$ cat config.mk
export PLATFORM = sky130hd
export DESIGN_NAME = instr_sequencer
export DESIGN_NICKNAME = d
export VERILOG_FILES = /design/src/rtl/instr_sequencer.sv
export SDC_FILE = /design/constraint.sdc
export NUM_CORES = 1
export LEC_CHECK = 0
export ABC_AREA = 1
export ABC_CLOCK_PERIOD_IN_PS = 3200
export CAP_MARGIN = 20
export CORE_MARGIN = 8
export CORE_UTILIZATION = 50
export CTS_BUF_LIST = sky130_fd_sc_hd__clkbuf_4 sky130_fd_sc_hd__clkbuf_8
export DETAILED_ROUTE_END_ITERATION = 7
export PLACE_DENSITY = 0.86
export REMOVE_ABC_BUFFERS = 1
export SYNTH_ARGS = -nofsm -noshare
export SYNTH_HDL_FRONTEND = slang
export SYNTH_SLANG_ARGS = --single-unit
$ cat constraint.sdc
create_clock -name clock -period 3.2 [get_ports clock]
set_input_delay 0.64 -clock clock [delete_from_list [all_inputs] [get_ports clock]]
set_output_delay 0.64 -clock clock [all_outputs]
set_load 0.03 [all_outputs]
$ cat src/rtl/instr_sequencer.sv
// instr_sequencer: decode-and-issue controller for the register-file/ALU datapath.
// Accepts one 16-bit instruction per handshake, drives the datapath controls for
// exactly one execute cycle, then retires with a done pulse. Keeps a latched copy
// of the datapath flags (psr) that supplies carry-in for add-with-carry ops.
// Ports:
//   clock, reset          clock and asynchronous active-high reset
//   instr_valid, instr    instruction offer; instr_ready accepts it in IDLE
//   flagsOutput           datapath flags {N,Z,F,L,C}, sampled at EXEC exit
//   regEnables            write-back register index (bit 4 set = no write)
//   buffAEnables/BEnables A/B operand register indices
//   immediate, regOrImmed extended immediate and B-operand select (1 = register)
//   Cin, op, exop         ALU carry-in and opcodes
//   done, illegal         retirement pulse, and illegal-opcode flag alongside it
//   psr                   latched flags
module instr_sequencer #(
   parameter logic [4:0] IDLE_REG_EN = 5'd17,
   parameter logic [4:0] RESET_PSR   = 5'b00000
) (
   input  logic        clock,
   input  logic        reset,
   input  logic        instr_valid,
   input  logic [15:0] instr,
   output logic        instr_ready,
   input  logic [4:0]  flagsOutput,
   output logic [4:0]  regEnables,
   output logic [4:0]  buffAEnables,
   output logic [4:0]  buffBEnables,
   output logic [15:0] immediate,
   output logic        regOrImmed,
   output logic        Cin,
   output logic [3:0]  op,
   output logic [3:0]  exop,
   output logic        done,
   output logic        illegal,
   output logic [4:0]  psr
);

   typedef enum logic {IDLE, EXEC} state_t;

   state_t      state_q;
   logic        ready_q, done_q, illegal_q, ill_pend_q, setf_q;
   logic [4:0]  regen_q, buffa_q, buffb_q, psr_q;
   logic [15:0] imm_q;
   logic        roi_q, cin_q;
   logic [3:0]  op_q, exop_q;

   // decoded controls for the instruction currently offered
   logic        ill_d, setf_d, roi_d, cin_d;
   logic [4:0]  regen_d, buffa_d, buffb_d;
   logic [15:0] imm_d;
   logic [3:0]  exop_d, fcode;

   logic [3:0] opc, rd, xf, rs;
   assign opc = instr[15:12];
   assign rd  = instr[11:8];
   assign xf  = instr[7:4];
   assign rs  = instr[3:0];

   // field decode
   always_comb begin
      ill_d   = 1'b0;
      regen_d = {1'b0, rd};
      buffa_d = {1'b0, rd};
      buffb_d = 5'd0;
      imm_d   = 16'd0;
      roi_d   = 1'b0;
      exop_d  = 4'd0;
      case (opc)
         4'b0000: begin
            exop_d  = xf;
            roi_d   = 1'b1;
            buffb_d = {1'b0, rs};
            if (xf == 4'b1011) regen_d[4] = 1'b1;
         end
         4'b0101, 4'b0111, 4'b1001, 4'b0011:
            imm_d = {{8{instr[7]}}, instr[7:0]};
         4'b1011: begin
            imm_d      = {{8{instr[7]}}, instr[7:0]};
            regen_d[4] = 1'b1;
         end
         4'b0110, 4'b1101, 4'b0001:
            imm_d = {8'd0, instr[7:0]};
         4'b1000: begin
            exop_d = xf;
            case (xf)
               4'b1000, 4'b0111: imm_d = {12'd0, rs};
               4'b0100, 4'b0101, 4'b0110, 4'b0011: begin
                  roi_d   = 1'b1;
                  buffb_d = {1'b0, rs};
               end
               default: ill_d = 1'b1;
            endcase
         end
         default: ill_d = 1'b1;
      endcase
   end

   // R-type classifies carry/flags by exop, everything else by opcode
   always_comb begin
      fcode  = (opc == 4'b0000) ? xf : opc;
      cin_d  = ((fcode == 4'b0111) || (fcode == 4'b1101)) && psr_q[0];
      setf_d = !ill_d && (fcode inside {4'b0101, 4'b0110, 4'b0111,
                                        4'b1101, 4'b1001, 4'b1011});
   end

   // sequencer state, registered controls and psr
   always_ff @(posedge clock or posedge reset) begin
      if (reset) begin
         state_q    <= IDLE;
         ready_q    <= 1'b1;
         done_q     <= 1'b0;
         illegal_q  <= 1'b0;
         ill_pend_q <= 1'b0;
         setf_q     <= 1'b0;
         psr_q      <= RESET_PSR;
         regen_q    <= IDLE_REG_EN;
         buffa_q    <= 5'd0;
         buffb_q    <= 5'd0;
         imm_q      <= 16'd0;
         roi_q      <= 1'b0;
         cin_q      <= 1'b0;
         op_q       <= 4'd0;
         exop_q     <= 4'd0;
      end else begin
         done_q    <= 1'b0;
         illegal_q <= 1'b0;
         case (state_q)
            IDLE: begin
               if (instr_valid) begin
                  state_q    <= EXEC;
                  ready_q    <= 1'b0;
                  ill_pend_q <= ill_d;
                  setf_q     <= setf_d;
                  // illegal instructions leave the controls idle
                  if (!ill_d) begin
                     regen_q <= regen_d;
                     buffa_q <= buffa_d;
                     buffb_q <= buffb_d;
                     imm_q   <= imm_d;
                     roi_q   <= roi_d;
                     cin_q   <= cin_d;
                     op_q    <= opc;
                     exop_q  <= exop_d;
                  end
               end
            end
            EXEC: begin
               state_q   <= IDLE;
               ready_q   <= 1'b1;
               done_q    <= 1'b1;
               illegal_q <= ill_pend_q;
               if (setf_q) psr_q <= flagsOutput;
               regen_q   <= IDLE_REG_EN;
               buffa_q   <= 5'd0;
               buffb_q   <= 5'd0;
               imm_q     <= 16'd0;
               roi_q     <= 1'b0;
               cin_q     <= 1'b0;
               op_q      <= 4'd0;
               exop_q    <= 4'd0;
            end
            default: state_q <= IDLE;
         endcase
      end
   end

   assign instr_ready  = ready_q;
   assign regEnables   = regen_q;
   assign buffAEnables = buffa_q;
   assign buffBEnables = buffb_q;
   assign immediate    = imm_q;
   assign regOrImmed   = roi_q;
   assign Cin          = cin_q;
   assign op           = op_q;
   assign exop         = exop_q;
   assign done         = done_q;
   assign illegal      = illegal_q;
   assign psr          = psr_q;

endmodule

==> results.cfg, run 1 <==
[yosys]
synth_edf_count = 0
synth.area.top_cells = dfrtp_1, nand2_1, nand3_1, nand3_2, buf_4
syn_area_per_cell_um2 = 8.14
yosysMostFrequentCell = nand2_1
synth-async-reset-ratio_pct = 100
syn_inst = 273
syn-cell-area_um2 = 2220
ys_ff_latch = 40
synth_top_flop_cell = dfrtp_1
ys_warn_count = 0
synth.distinct_cells = 24
ys_top_cells_by_count = nand2_1, dfrtp_1, nand3_1
seq_area_frac_synth_pct = 45.2
synth_top_area_share_pct = 41.6
synth_top_area_cell = dfrtp_1

[floorplanning]
dieArea_um2 = 6840
core-area_um2 = 4320
io_pins = 73
die_y_um = 82.7
die_x_um = 82.7
rows = 24
initial_core_util_pct = 51.4

[timing]
fin_skew_ns = 0.00733
fin_ws_ns = 0.872
rsz0062_at_grt = no
hold_violations = 0
setup_violations = 0
maxSlewHeadroom_pct = 60.2
tightest_slew_ns = 0.596
post-route-period-util_pct = 72.8
setup_tns_ns = 0
slew_violations = 0
min_period_ns = 2.33
fmax_mhz = 429

[worst_setup_path]
cp_cell_sequence = clkdlybuf4s50_1 -> nor2_4 -> nand2_4 -> nor2_4 -> nand3_4 -> nand3_4 -> nand2_4 -> nand2_1 -> nand2_1
cp_slowest_cell = clkdlybuf4s50_1
reg2reg_from = state_q
max_stage_delay_ns = 0.57
worstPathRequired_ns = 3.38
critPathLaunch = instr[13]
critPathMaxFanout = 30
critPathCaptureType = flop
critical_path_class = in -> reg
arrival_ns = 2.50
worstSetupStartpointType = input port
crit_family = simple AND/OR/NAND/NOR gates
crit_buf_inv = 1

[placement]
dpl_worst_slack_ns = 0.553
gp_congestion = 0.882
portBuffers = 70
hpwlAfterDp_mm = 4.00

[global_route]
grt_usage_pct = 16.5
grt_max_degree = 41
antenna_found_initial = 0
grt_pass1_vias = 1974
overflow = 0
grt_pass1_wl_mm = 8.94

[power_and_ir_drop]
cellLeakagePower_uw = 0.00142
p_per_area_nw_per_um2 = 518
irDropWorstVdd_uv = 364

[route]
vias = 1993
wl_mm = 5.38
firstDrtPassIters = 4
route.detailed.drc = 0
ant_nets = 0
viasPerCell = 5.18
wl_per_cell_um = 14.0
drt_first_iter_violations = 127

[run_status]
status = completed

[final_layout]
nets = 356
area_growth_pct = 33.7
layout-drive-gt1-share_pct = 12.9
antennaDiodeCount = 0
fillers = 365

[clock_tree]
cts_root_buf = clkbuf_8
clk_pin_slew_ns = 0.08
hold_buffers = 0
cts_buffers = 5
cts_setup_buffers = 0
cts_tree = done
cts.sinks = 40
h-tree-depth = 2
cts_resized = 0
cts_buffer_depth = 2
clk_latency_ns = 0.29

[job]
maxCapViolCount = 0

[worst_hold_path]
min-delay-start = ill_pend_q
min_path_type = reg -> reg
[sequential cells by signal, indices dropped and copies added, names as in the netlist, 4 cells and up]
name,cells
buffBEnables,4
exop,4
immediate,9
op,4
psr,5
regEnables,5
[metal layers]
metal	global-route usage [%]	share of wire, %
met3	6.39	9.9
met1	20.3	43
met4	3.10	0.61
met5	0	0
met2	26.8	47
[power breakdown]
part / leakage [uW] / switching [uW] / total [uW] / internal [uW]
clock network: 0.0000645 / 176 / 451 / 275
logic: 0.000840 / 285 / 480 / 195
registers: 0.000517 / 40.0 / 609 / 569
total: 0.00142 / 501 / 1540 / 1040
[worst min-delay path, delay by kind of cell, from the launching register on]
family,cells,cell delay (ns)
simple gates,1,0.05
buf+inv,1,0.04
flops,1,0.35
[area by class of cell]
type / instances / area [um^2] / share of cell area [%]
flip-flops and latches: 40 / 1000 / 33.8
multi-input cells: 196 / 993 / 33.4
repair buffers: 73 / 723 / 24.3
clock buffers: 7 / 96.3 / 3.24
well taps: 52 / 65.1 / 2.19
inverters: 16 / 60.1 / 2.02
clock inverters: 1 / 30.0 / 1.01
[stage by stage]
| stage | hold slack [ns] | total power, uW | std cells | utilization [%] | area (um^2) |
|---|---|---|---|---|---|
| 6_report | 0.473 | 1540 | 385 | 68.8 | 2970 |
| 5_1_grt | 0.508 | 1610 | 385 | 68.8 | 2970 |
| 4_1_cts | 0.481 | 1560 | 385 | 68.8 | 2970 |
| 3_5_place_dp | 0.463 | 1110 | 377 | 65.8 | 2850 |
| 3_3_place_gp | 0.446 | 1090 | 377 | 65.8 | 2850 |
| 2_1_floorplan | 0.434 | 886 | 252 | - | 2060 |
[placed cells by master (no fill, tap or decap)]
cell type        count
nand2_1             94
clkdlybuf4s50_1     70
dfrtp_1             37
nand3_1             35
nor2_1              15
inv_1               12
nand3_2             12
a21oi_1             12
clkbuf_8             7
o21ai_0              6
mux2_2               5
inv_2                4
nand4_1              4
nor3_1               3
dfstp_2              3
buf_4                3
nor2_4               2
nand2_4              2
nand3_4              2
conb_1               2
nor2_2               1
o21ai_2              1
bufinv_16            1
[worst paths after layout]
| check | cells after the start | to | slack [ns] |
|---|---|---|---|
| max | 9 | immediate[4] | 0.87 |
| min | 2 | illegal | 0.47 |
| max reg2reg | 8 | Cin | 1.47 |
| min reg2reg | 2 | illegal | 0.47 |
| max in group asynchronous | 3 | instr_ready | 2.07 |
| min in group asynchronous | 3 | immediate[1] | 0.76 |
[kinds of logic (layout without fill, tap and decap cells)]
kind of cell	count (synthesis)	after routing	share of synthesized area [%]
other cells	1	2	0.169
mux	5	5	2.53
buf+inv	38	97	10.3
simple gates	170	170	37.4
flops	40	40	45.2
compound gates	19	19	4.45
Note: power is estimated with default switching activity, not from simulation.
==> inputs of run 2 (changes only) <==
--- a/config.mk
+++ b/config.mk
@@ -6,13 +6,13 @@
 export NUM_CORES = 1
 export LEC_CHECK = 0
 export ABC_AREA = 1
-export ABC_CLOCK_PERIOD_IN_PS = 3200
+export ABC_CLOCK_PERIOD_IN_PS = 2390
 export CAP_MARGIN = 20
 export CORE_MARGIN = 8
-export CORE_UTILIZATION = 50
+export CORE_UTILIZATION = 48
 export CTS_BUF_LIST = sky130_fd_sc_hd__clkbuf_4 sky130_fd_sc_hd__clkbuf_8
 export DETAILED_ROUTE_END_ITERATION = 7
-export PLACE_DENSITY = 0.86
+export PLACE_DENSITY = 0.83
 export REMOVE_ABC_BUFFERS = 1
 export SYNTH_ARGS = -nofsm -noshare
 export SYNTH_HDL_FRONTEND = slang
==> constraint.sdc (replaced) <==
create_clock -name clock -period 2.39 [get_ports clock]
set_input_delay 0.478 -clock clock [delete_from_list [all_inputs] [get_ports clock]]
set_output_delay 0.478 -clock clock [all_outputs]
set_load 0.03 [all_outputs]
==> run 2 against run 1 <==
Effect of this change: sequential cell count stayed put; power up 25%; hold slack improved by 0.0092 ns; first-iteration DRC count decreased by 31%; clock skew down 0.0019 ns; routed wire length shrank 2.6%; core utilization shrank 1.7 points.
==> results.cfg, run 2 (synthesis results as in run 1) <==
[timing]
setup_tns_ns = 0
tightest_slew_ns = 0.707
maxSlewHeadroom_pct = 52.7
min_period_ns = 2.11
post-route-period-util_pct = 88.2
fmax_mhz = 475
hold_violations = 0
slew_violations = 0
fin_skew_ns = 0.00538
setup_violations = 0
rsz0062_at_grt = no

[placement]
hpwlAfterDp_mm = 4.00
portBuffers = 70
placedCellCount = 378
gp_congestion = 0.893

[worst_hold_path]
min_path_type = reg -> reg

[floorplanning]
die_y_um = 84.1
core-area_um2 = 4410
io_pins = 73
initial_core_util_pct = 50.4
dieArea_um2 = 7070
rows = 24
die_x_um = 84.1

[route]
wl_mm = 5.24
firstDrtPassIters = 4
route.detailed.drc = 0
viasPerCell = 5.03
wl_per_cell_um = 13.6
ant_nets = 0
vias = 1942
drt_first_iter_violations = 87

[global_route]
antenna_found_initial = 0
grt_pass1_wl_mm = 8.96
grt_max_degree = 41
grt_usage_pct = 15.1
overflow = 0
grt_pass1_vias = 1928

[clock_tree]
cts_tree = done
cts_setup_buffers = 0
cts_root_buf = clkbuf_8
clk_latency_ns = 0.29
clk_pin_slew_ns = 0.07
h-tree-depth = 2
cts_resized = 0
hold_buffers = 0
cts.sinks = 40
cts_buffers = 5
cts_buffer_depth = 2

[final_layout]
largest_reg_flops = 9
nets = 357
layoutNonFillerInstCount = 386
final_util_pct = 67.0
layout_common_cells = nand2_1, clkdlybuf4s50_1, dfrtp_1
final_common_cell = nand2_1
antennaDiodeCount = 0
layout-drive-gt1-share_pct = 13.2
area_growth_pct = 33.1

[worst_setup_path]
critPathMostFrequentCell = nand2_1
critical_path_class = in -> reg
cp_cell_sequence = clkdlybuf4s50_1 -> nand2_1 -> nand2_1 -> nand3_2 -> nand3_4 -> nand2_1 -> nor2_1 -> nand2_1 -> nand2_1
worstSetupStartpointType = input port
max_stage_delay_ns = 0.60
critPathCaptureType = flop
worstPathRequired_ns = 2.62
crit_family = simple AND/OR/NAND/NOR gates
crit_buf_inv = 1
critPathMaxFanout = 11
arrival_ns = 2.34
cp_slowest_cell = clkdlybuf4s50_1

[run_status]
status = completed

[job]
maxCapViolCount = 0

[power_and_ir_drop]
irDropWorstVdd_uv = 522
p_per_area_nw_per_um2 = 649
cellLeakagePower_uw = 0.00141
[run 2: worst reg2reg max path: cells and delay by family, from the launching register on]
kind,cells,cell delay [ns]
flip-flops,1,0.58
buffers and inverters,2,0.51
AO/OA/AOI/OAI,2,0.21
AND/OR/NAND/NOR,4,0.31
[run 2: area by class of cell]
cell class | count | area, um^2
fill | 374 | 1460
sequential | 40 | 1000
multi-input combinational | 196 | 993
timing repair buffer | 74 | 743
clock buffer | 6 | 82.6
tap | 52 | 65.1
inverter | 16 | 60.1
clock inverter | 2 | 10.0
[run 2: worst paths after layout]
| path | startpoint | end | slack, ns | cells past startpoint |
|---|---|---|---|---|
| setup / recovery | instr[5] | regEnables[1] | 0.28 | 9 |
| hold / removal | instr_ready | instr_ready | 0.48 | 2 |
| setup reg to reg | state_q | Cin | 0.71 | 8 |
| hold reg to reg | instr_ready | instr_ready | 0.48 | 2 |
| max in group asynchronous | reset | regEnables[4] | 1.43 | 3 |
| min in group asynchronous | reset | immediate[1] | 0.60 | 3 |
[run 2: routing by layer]
metal  part of all wire [%]  up-vias  GRT usage [%]
met2                     47       65           24.2
met5                      0        -              0
met4                   0.97        0           4.40
li1                       -      992              -
met1                     44      880           17.7
met3                    8.0        5           6.45
[run 2: power breakdown]
part	leakage, uW	internal (uW)	switching, uW
logic	0.000846	266	381
registers	0.000517	763	53.7
clock network	0.0000510	230	226
total	0.00141	1260	661
[run 2: metrics by stage]
stage	cell area, um^2	worst slack [ns]	total power, uW	hold WS (ns)
after floorplan	2060	0.180	1190	0.434
after global placement	2870	0.0724	1470	0.458
after detailed placement	2870	0.00132	1480	0.467
after CTS	2960	0.300	1950	0.488
after global routing	2960	0.0840	2030	0.520
final	2960	0.283	1920	0.483
==> inputs of run 3 (changes only) <==
--- a/config.mk
+++ b/config.mk
@@ -11,6 +11,7 @@
 export CORE_MARGIN = 8
 export CORE_UTILIZATION = 48
 export CTS_BUF_LIST = sky130_fd_sc_hd__clkbuf_4 sky130_fd_sc_hd__clkbuf_8
+export CTS_CLUSTER_DIAMETER = 150
 export DETAILED_ROUTE_END_ITERATION = 7
 export PLACE_DENSITY = 0.83
 export REMOVE_ABC_BUFFERS = 1
==> results of run 3 <==
No change in the layout: final DEF, timing and power equal those of run 2.
